## src/rtl/z80_shadow_pkg.sv

```systemverilog
// Shared types and default I/O port numbers for the Z80 shadow-ROM controller.
package z80_shadow_pkg;

   // Port-decode FSM: wait for a strobe, act on the latched port, wait for IORQ release.
   typedef enum logic [1:0] {
      IDLE   = 2'd0,
      DECODE = 2'd1,
      HOLD   = 2'd2
   } state_e;

   localparam int unsigned PAGE_W_DEF    = 2;
   localparam logic [7:0]  PORT_ON_DEF   = 8'hFB;
   localparam logic [7:0]  PORT_OFF_DEF  = 8'h7B;
   localparam logic [7:0]  PORT_PAGE_DEF = 8'hFD;

endpackage

```

## src/rtl/z80_sync2.sv

```systemverilog
// Two-flop synchroniser for an active-low Z80 strobe; resets to the inactive (1) level.
//   clk   : destination clock
//   rst_n : asynchronous active-low reset
//   d     : asynchronous input
//   q     : synchronised output
module z80_sync2 (
   input  logic clk,
   input  logic rst_n,
   input  logic d,
   output logic q
);

   logic meta;

   always_ff @(posedge clk or negedge rst_n) begin
      if (!rst_n) begin
         meta <= 1'b1;
         q    <= 1'b1;
      end else begin
         meta <= d;
         q    <= meta;
      end
   end

endmodule

```

## src/rtl/z80_shadow_ctrl.sv

```systemverilog
// Shadow-RAM window controller for a Z80: I/O port reads switch the window on/off,
// an I/O write loads the SRAM bank and write-protect bit, and SRAM strobes are
// derived live from the CPU bus.
//   clk, reset        : clock, asynchronous active-low reset
//   bsrq              : BUSRQ, low = bus owned by another master
//   mreq/iorq/rd/wr   : active-low Z80 strobes
//   A, A14, A15, D    : CPU address and data
//   lsoe              : level-shifter output enable (~bsrq)
//   moe, mwe, mce     : SRAM OE/WE/CE, active-low
//   ma                : SRAM bank bits (registered)
//   romblk            : onboard ROM block, high while window enabled (registered)
//   wp                : write-protect status (registered)
module z80_shadow_ctrl
   import z80_shadow_pkg::*;
#(
   parameter int unsigned PAGE_W    = PAGE_W_DEF,
   parameter logic [7:0]  PORT_ON   = PORT_ON_DEF,
   parameter logic [7:0]  PORT_OFF  = PORT_OFF_DEF,
   parameter logic [7:0]  PORT_PAGE = PORT_PAGE_DEF
) (
   input  logic              clk,
   input  logic              reset,
   input  logic              bsrq,
   input  logic              mreq,
   input  logic              iorq,
   input  logic              rd,
   input  logic              wr,
   input  logic [7:0]        A,
   input  logic              A14,
   input  logic              A15,
   input  logic [7:0]        D,
   output logic              lsoe,
   output logic              moe,
   output logic              mwe,
   output logic              mce,
   output logic [PAGE_W-1:0] ma,
   output logic              romblk,
   output logic              wp
);

   logic iorq_s, rd_s, wr_s;

   z80_sync2 u_sync_iorq (.clk(clk), .rst_n(reset), .d(iorq), .q(iorq_s));
   z80_sync2 u_sync_rd   (.clk(clk), .rst_n(reset), .d(rd),   .q(rd_s));
   z80_sync2 u_sync_wr   (.clk(clk), .rst_n(reset), .d(wr),   .q(wr_s));

   logic       rdc, wrc;
   logic       rdc_q, wrc_q;
   logic [1:0] settle;
   logic       rd_ev, wr_ev;

   assign rdc = iorq_s | rd_s;
   assign wrc = iorq_s | wr_s;

   // Edge history only tracks real pin levels once the synchroniser has flushed its
   // reset value, so a strobe held low across reset release must rise before it counts.
   always_ff @(posedge clk or negedge reset) begin
      if (!reset) begin
         settle <= 2'b00;
         rdc_q  <= 1'b0;
         wrc_q  <= 1'b0;
      end else begin
         settle <= {settle[0], 1'b1};
         rdc_q  <= settle[1] & rdc;
         wrc_q  <= settle[1] & wrc;
      end
   end

   assign rd_ev = rdc_q & ~rdc;
   assign wr_ev = wrc_q & ~wrc;

   state_e              state, state_nxt;
   logic [7:0]          a_q, a_nxt;
   logic [PAGE_W-1:0]   dpg_q, dpg_nxt;
   logic                dwp_q, dwp_nxt;
   logic                is_wr_q, is_wr_nxt;
   logic                en_q, en_nxt;
   logic [PAGE_W-1:0]   page_q, page_nxt;
   logic                wp_q, wp_nxt;

   // State and control registers.
   always_ff @(posedge clk or negedge reset) begin
      if (!reset) begin
         state   <= IDLE;
         a_q     <= 8'h00;
         dpg_q   <= '0;
         dwp_q   <= 1'b0;
         is_wr_q <= 1'b0;
         en_q    <= 1'b0;
         page_q  <= '0;
         wp_q    <= 1'b0;
      end else begin
         state   <= state_nxt;
         a_q     <= a_nxt;
         dpg_q   <= dpg_nxt;
         dwp_q   <= dwp_nxt;
         is_wr_q <= is_wr_nxt;
         en_q    <= en_nxt;
         page_q  <= page_nxt;
         wp_q    <= wp_nxt;
      end
   end

   // Next-state and register updates for the port-decode FSM.
   always_comb begin
      state_nxt = state;
      a_nxt     = a_q;
      dpg_nxt   = dpg_q;
      dwp_nxt   = dwp_q;
      is_wr_nxt = is_wr_q;
      en_nxt    = en_q;
      page_nxt  = page_q;
      wp_nxt    = wp_q;
      unique case (state)
         IDLE: begin
            // Another bus master owns the bus while bsrq is low.
            if (bsrq && (rd_ev || wr_ev)) begin
               state_nxt = DECODE;
               a_nxt     = A;
               dpg_nxt   = D[PAGE_W-1:0];
               dwp_nxt   = D[7];
               is_wr_nxt = ~rd_ev;
            end
         end
         DECODE: begin
            state_nxt = HOLD;
            if (!is_wr_q && a_q == PORT_ON) begin
               en_nxt = 1'b1;
            end else if (!is_wr_q && a_q == PORT_OFF) begin
               en_nxt = 1'b0;
            end else if (is_wr_q && a_q == PORT_PAGE) begin
               page_nxt = dpg_q;
               wp_nxt   = dwp_q;
            end
         end
         HOLD: begin
            if (iorq_s) state_nxt = IDLE;
         end
         default: state_nxt = IDLE;
      endcase
   end

   logic win;

   // SRAM strobes follow the live bus so memory timing is not delayed by clk.
   assign win    = en_q & ~A15 & ~A14;
   assign lsoe   = ~bsrq;
   assign mce    = ~bsrq | ~win | mreq;
   assign moe    = mce | rd;
   assign mwe    = mce | wr | wp_q;
   assign ma     = page_q;
   assign romblk = en_q;
   assign wp     = wp_q;

endmodule
```

## config.mk

```make
export PLATFORM = sky130hd
export DESIGN_NAME = z80_shadow_ctrl
export DESIGN_NICKNAME = d
export VERILOG_FILES = /design/src/rtl/z80_shadow_pkg.sv /design/src/rtl/z80_sync2.sv /design/src/rtl/z80_shadow_ctrl.sv
export SDC_FILE = /design/constraint.sdc
export NUM_CORES = 1
export LEC_CHECK = 0
export ABC_CLOCK_PERIOD_IN_PS = 2700
export CORE_MARGIN = 3
export CORE_UTILIZATION = 40
export DETAILED_ROUTE_END_ITERATION = 6
export HOLD_SLACK_MARGIN = 0.15
export PLACE_DENSITY_LB_ADDON = 0.3
export SYNTH_ARGS = -nofsm -noshare
export SYNTH_HDL_FRONTEND = slang
export SYNTH_SLANG_ARGS = --single-unit
```

## constraint.sdc

```tcl
create_clock -name clk -period 2.7 [get_ports clk]
set_input_delay 0.405 -clock clk [delete_from_list [all_inputs] [get_ports clk]]
set_output_delay 0.405 -clock clk [all_outputs]
set_load 0.05 [all_outputs]
```

* After elaboration in Yosys (flattened, before gate mapping)
Index checks and enable logic that the tools add are counted. W data, S select, Z words.
Word-level totals: register bits 28, input bits 25, output and inout bits 8, logic and storage cells 63
Operators by class: equal/unequal tests 7, muxes and demuxes 5, bitwise operators 22, reduce and logical (&&, ||, !) cells 12
Operators by type and width (number):
- $eq A8 B8 Y1 const B | 2
- $not A1 Y1 | 9
- $eq A8 B7 Y1 const B | 1
- $or A1 B1 Y1 | 7
- $and A1 B1 Y1 | 6
- $pmux W2 S3 | 1
- $reduce_and A2 Y1 | 3
- $logic_and A1 B1 Y1 | 4
- $mux W2 | 2
- $reduce_and A4 Y1 | 1
- $eq A2 B1 Y1 const B | 1
- $eq A2 B2 Y1 const B | 1
- $logic_not A2 Y1 | 1
- $mux W1 | 2
- $ne A2 B1 Y1 const B | 1
- $ne A2 B2 Y1 const B | 1
- $reduce_bool A2 Y1 | 1
- $logic_not A1 Y1 | 1
- $logic_or A1 B1 Y1 | 1

* Logic depth before layout (Yosys ltp)
word-level depth 8, depth in mapped cells 4, gate-level depth less buffers 3

* By module
A second synthesis with hierarchy kept.
Second synthesis, totals: cells, all modules 67, area total of the unflattened synthesis 1097.3 µm²
Modules (own cells, without submodules):
- z80_shadow_ctrl | instances 1, cells each 61, area each 939.7 µm², seq. area each 550.5 µm²
- z80_sync2 | instances 3, cells each 2, area each 52.6 µm², seq. area each 52.6 µm²

* Least setup slack after synthesis
No wires, ideal clock.
path type register to output, from reg en_q (netlist: romblk), to out mwe, arrival time 1.886 ns, data required time 2.295 ns, setup slack 0.409 ns, cell stages (with the launch flop) 4, path buffers 0, path through dfrtp_1 nor4b_1 nand2_1 or3_1
Between the ends: word-level cells in the longest chain between the ends 7
Ends and longest elaborated chain:
- start: declaration | RTL line z80_shadow_ctrl.sv:77 | logic en_q, en_nxt;
- start signal: assignment | RTL line z80_shadow_ctrl.sv:98 | en_q <= en_nxt;
- $and A1 B1 Y1 (2 in series) | RTL line z80_shadow_ctrl.sv:146 | assign win = en_q & ~A15 & ~A14;
- $not A1 Y1 | RTL line z80_shadow_ctrl.sv:148 | assign mce = ~bsrq | ~win | mreq;
- $or A1 B1 Y1 (2 in series) | RTL line z80_shadow_ctrl.sv:148
- named net mce | RTL line z80_shadow_ctrl.sv:35 | output logic mce,
- $or A1 B1 Y1 (2 in series) | RTL line z80_shadow_ctrl.sv:150 | assign mwe = mce | wr | wp_q;
- end: declaration | RTL line z80_shadow_ctrl.sv:34 | output logic mwe,
The timed path passes the listed nets, and every way through them passes these cells.

* Worst setup path after layout
from in A15, to out mce
Between the ends: word-level cells in the longest chain between the ends 6
Ends and longest elaborated chain:
- start: declaration | RTL line z80_shadow_ctrl.sv:30 | input logic A15,
- $not A1 Y1 | RTL line z80_shadow_ctrl.sv:146
- $and A1 B1 Y1 (2 in series) | RTL line z80_shadow_ctrl.sv:146
- $not A1 Y1 | RTL line z80_shadow_ctrl.sv:148
- $or A1 B1 Y1 (2 in series) | RTL line z80_shadow_ctrl.sv:148
- end: declaration | RTL line z80_shadow_ctrl.sv:35
Every way passes these cells.

==> results.json <==
{
  "hold_violations": 0,
  "drt_iter0_drc": 11,
  "vias_per_cell": 4.88,
  "peakVddDrop_mv": 0.445,
  "synth_seq_cells": 28,
  "cp_cell_sequence": "clkdlybuf4s50_1 -> nor4b_1 -> nand2_1 -> clkdlybuf4s50_1",
  "period_minus_slack_ns": 2.42,
  "cp.required_ns": 2.30,
  "fin_area_mm2": 0.00144,
  "firstDrtPassIters": 4,
  "gr-usage-all-layers": 0.122,
  "grt_setup_unrepaired": "no",
  "synth-edff-count": 0,
  "finalNetCount": 124,
  "cts_tree": "yes",
  "clockPowerShare": 0.299,
  "pin_count": 33,
  "wl_um": 1800,
  "diodes": 0,
  "slowest_stage": "clkdlybuf4s50_1",
  "max_freq_mhz": 413,
  "vias": 624,
  "drive_above_1_share": 0.327,
  "p_per_area_mw_per_mm2": 637,
  "synth_top_family_by_area": "multiplexers",
  "antenna_found_initial": 0,
  "synth_top_area_cell": "dfrtp_1",
  "remaining_drc_errors": 0,
  "worstPathArrival_ns": 2.02,
  "worst_r2r_startpoint": "u_sync_rd.q",
  "gp_congestion": 0.695,
  "critical_path.startpoint": "A15",
  "drt-met1-wl_um": 788,
  "holdBufCountCts": 0,
  "end_kind": "output port",
  "cts_buffers": 3,
  "yosys_warnings": 0,
  "synthMuxAreaShare": 0.197,
  "synth_compound_area_frac": 0.0312,
  "syn_avg_cell_area_um2": 16.2,
  "synth_common_cells": "dfrtp_1 (22), mux2_4 (9), mux2_2 (7)",
  "initial_utilization": 0.430,
  "r2r_cells": 3,
  "synth.net_count": 92,
  "wl_met2_um": 864,
  "sw_frac_of_total": 0.215,
  "hold_class": "reg -> reg",
  "area_growth_pct": 32.4,
  "yosysUniqueCellTypes": 22,
  "power_frac_comb": 0.140,
  "p_int_uw": 718,
  "critical_path_class": "in -> out",
  "path_clk_slew_ns": 0.15,
  "clock-sinks": 28,
  "met3WireLength_um": 148,
  "finalSetupViolCount": 0,
  "relSlewSlack": 0.455,
  "cts_setup_buffers": 0,
  "yosys.area_share.adder": 0,
  "dp_hpwl_um": 1330,
  "synthSimpleGateAreaFrac": 0.0970,
  "synth_xor_area_frac": 0,
  "pre_cts_slack_ns": 0.244,
  "regToRegSetupSlack_ns": 0.92,
  "final_util": 0.569,
  "setup_tns_ns": 0,
  "placed_cells_incl_taps": 124,
  "die_h_um": 58.0,
  "detail-route-antenna-nets": 0,
  "setup_ws_ns": 0.279,
  "cts_resized": 0,
  "finalCritPeriodShare": 0.897,
  "placed_cell_area_mm2": 0.00138,
  "seq_power_share": 0.561,
  "die_area_mm2": 0.00337,
  "grt_max_degree": 29,
  "crit_top_cell": "clkdlybuf4s50_1",
  "fin_cells": 128,
  "grt_overflow": 0,
  "syn_inst": 67,
  "core.rowCount": 18,
  "critical_path.max_fanout": 3,
  "io_buffers": 27,
  "crit_end": "mce",
  "skew_ns": 0.00319,
  "netlist_area_mm2": 0.00108,
  "synth_ff_type": "dfrtp_1",
  "top_layer_used": "met3",
  "status": "completed",
  "ys_seq_area_frac": 0.654,
  "crit_path_start_kind": "input port",
  "rr_endpoint": "dpg_q[1]",
  "netSwitchingPower_uw": 196,
  "root_buffer": "clkbuf_4",
  "cp_slowest_stage_delay_ns": 0.73,
  "drv_cap": 0,
  "htreeDepth": 1,
  "yosysMostFrequentCell": "dfrtp_1",
  "clock_latency_ns": 0.33,
  "die_w_um": 58.0,
  "synthTopCellsByArea": "dfrtp_1 (51%), dfstp_2 (15%), mux2_4 (12%), mux2_2 (7.3%), nor4b_4 (2.2%)",
  "core_area_mm2": 0.00252,
  "ys_async_sr_fraction": 1.00,
  "grt_pass1_wl_um": 3110,
  "wl_per_cell_um": 14.1,
  "grt_pass1_vias": 715,
  "worst_slew_pin_slew_ns": 0.817,
  "synth_top_cell_area_share": 0.508,
  "maxSlewViolCount": 0,
  "clk_path_buf_depth": 2,
  "p_leak_uw": 0.000642
}
==> worst min-delay path by stage <==
stage | end | from | depth (start not counted) | slack (ns)
2_1_floorplan | a_q[0] | reset | 0 | 0.11
3_5_place_dp | settle[1] | settle[0] | 0 | 0.34
5_1_grt | u_sync_rd.q | u_sync_rd.meta | 0 | 0.37
6_report | settle[1] | settle[0] | 0 | 0.37
3_3_place_gp | settle[1] | settle[0] | 0 | 0.33
4_1_cts | u_sync_rd.q | u_sync_rd.meta | 0 | 0.37
==> state kept, by name (all words and copies together), names as in the netlist, 2 cells and up <==
name and cells:
a_q 8, dpg_q 2, ma 2, settle 2
state 2
==> power by group through the flow <==
stage,combinational (uW),sequential [uW],clock [uW]
floorplan,82.6,510,0
global placement,126,517,0
detailed placement,132,519,0
CTS,131,513,281
global route,139,520,298
finish,128,513,273
==> placed cells by master (no fill, tap or decap), types with 2 or more instances in the layout <==
cell	instances
a21oi_1	2
dfrtp_1	22
dfstp_2	6
nand4b_1	2
o21a_1	2
clkbuf_4	3
mux2_2	7
nor2b_1	2
clkdlybuf4s50_1	25
mux2_4	9
buf_4	3
inv_1	2
==> cells by family (layout without fill, tap and decap cells) <==
| family | count (synthesis) | after routing |
|---|---|---|
| multiplexers | 16 | 16 |
| buffers and inverters | 3 | 34 |
| flip-flops | 28 | 28 |
| AND/OR/NAND/NOR | 14 | 14 |
| other | 1 | 1 |
| AO/OA/AOI/OAI | 5 | 5 |
==> layout make-up <==
class	instances	area, um^2
Clock inverter	1	30.0
Inverter	2	7.51
Fill cell	217	1090
Sequential cell	28	708
Timing Repair Buffer	28	273
Tap cell	30	37.5
Multi-Input combinational cell	36	357
Clock buffer	3	22.5
==> layer usage <==
metal | vias up | GRT usage
li1 | 295 | -
met1 | 306 | 0.153
met2 | 23 | 0.208
met3 | 0 | 0.0490
met4 | 0 | 0.00993
met5 | - | 0
==> critical path: cells and delay by family <==
kind,cells,cell delay (ns)
simple gates,2,0.47
buf+inv,2,1.13
==> metrics by stage <==
| step | total power [uW] | hold slack, ns |
|---|---|---|
| 2_1_floorplan | 593 | 0.109 |
| 3_3_place_gp | 643 | 0.332 |
| 3_5_place_dp | 650 | 0.336 |
| 4_1_cts | 925 | 0.368 |
| 5_1_grt | 958 | 0.372 |
| 6_report | 914 | 0.366 |
(Power assumes the default switching activity.)
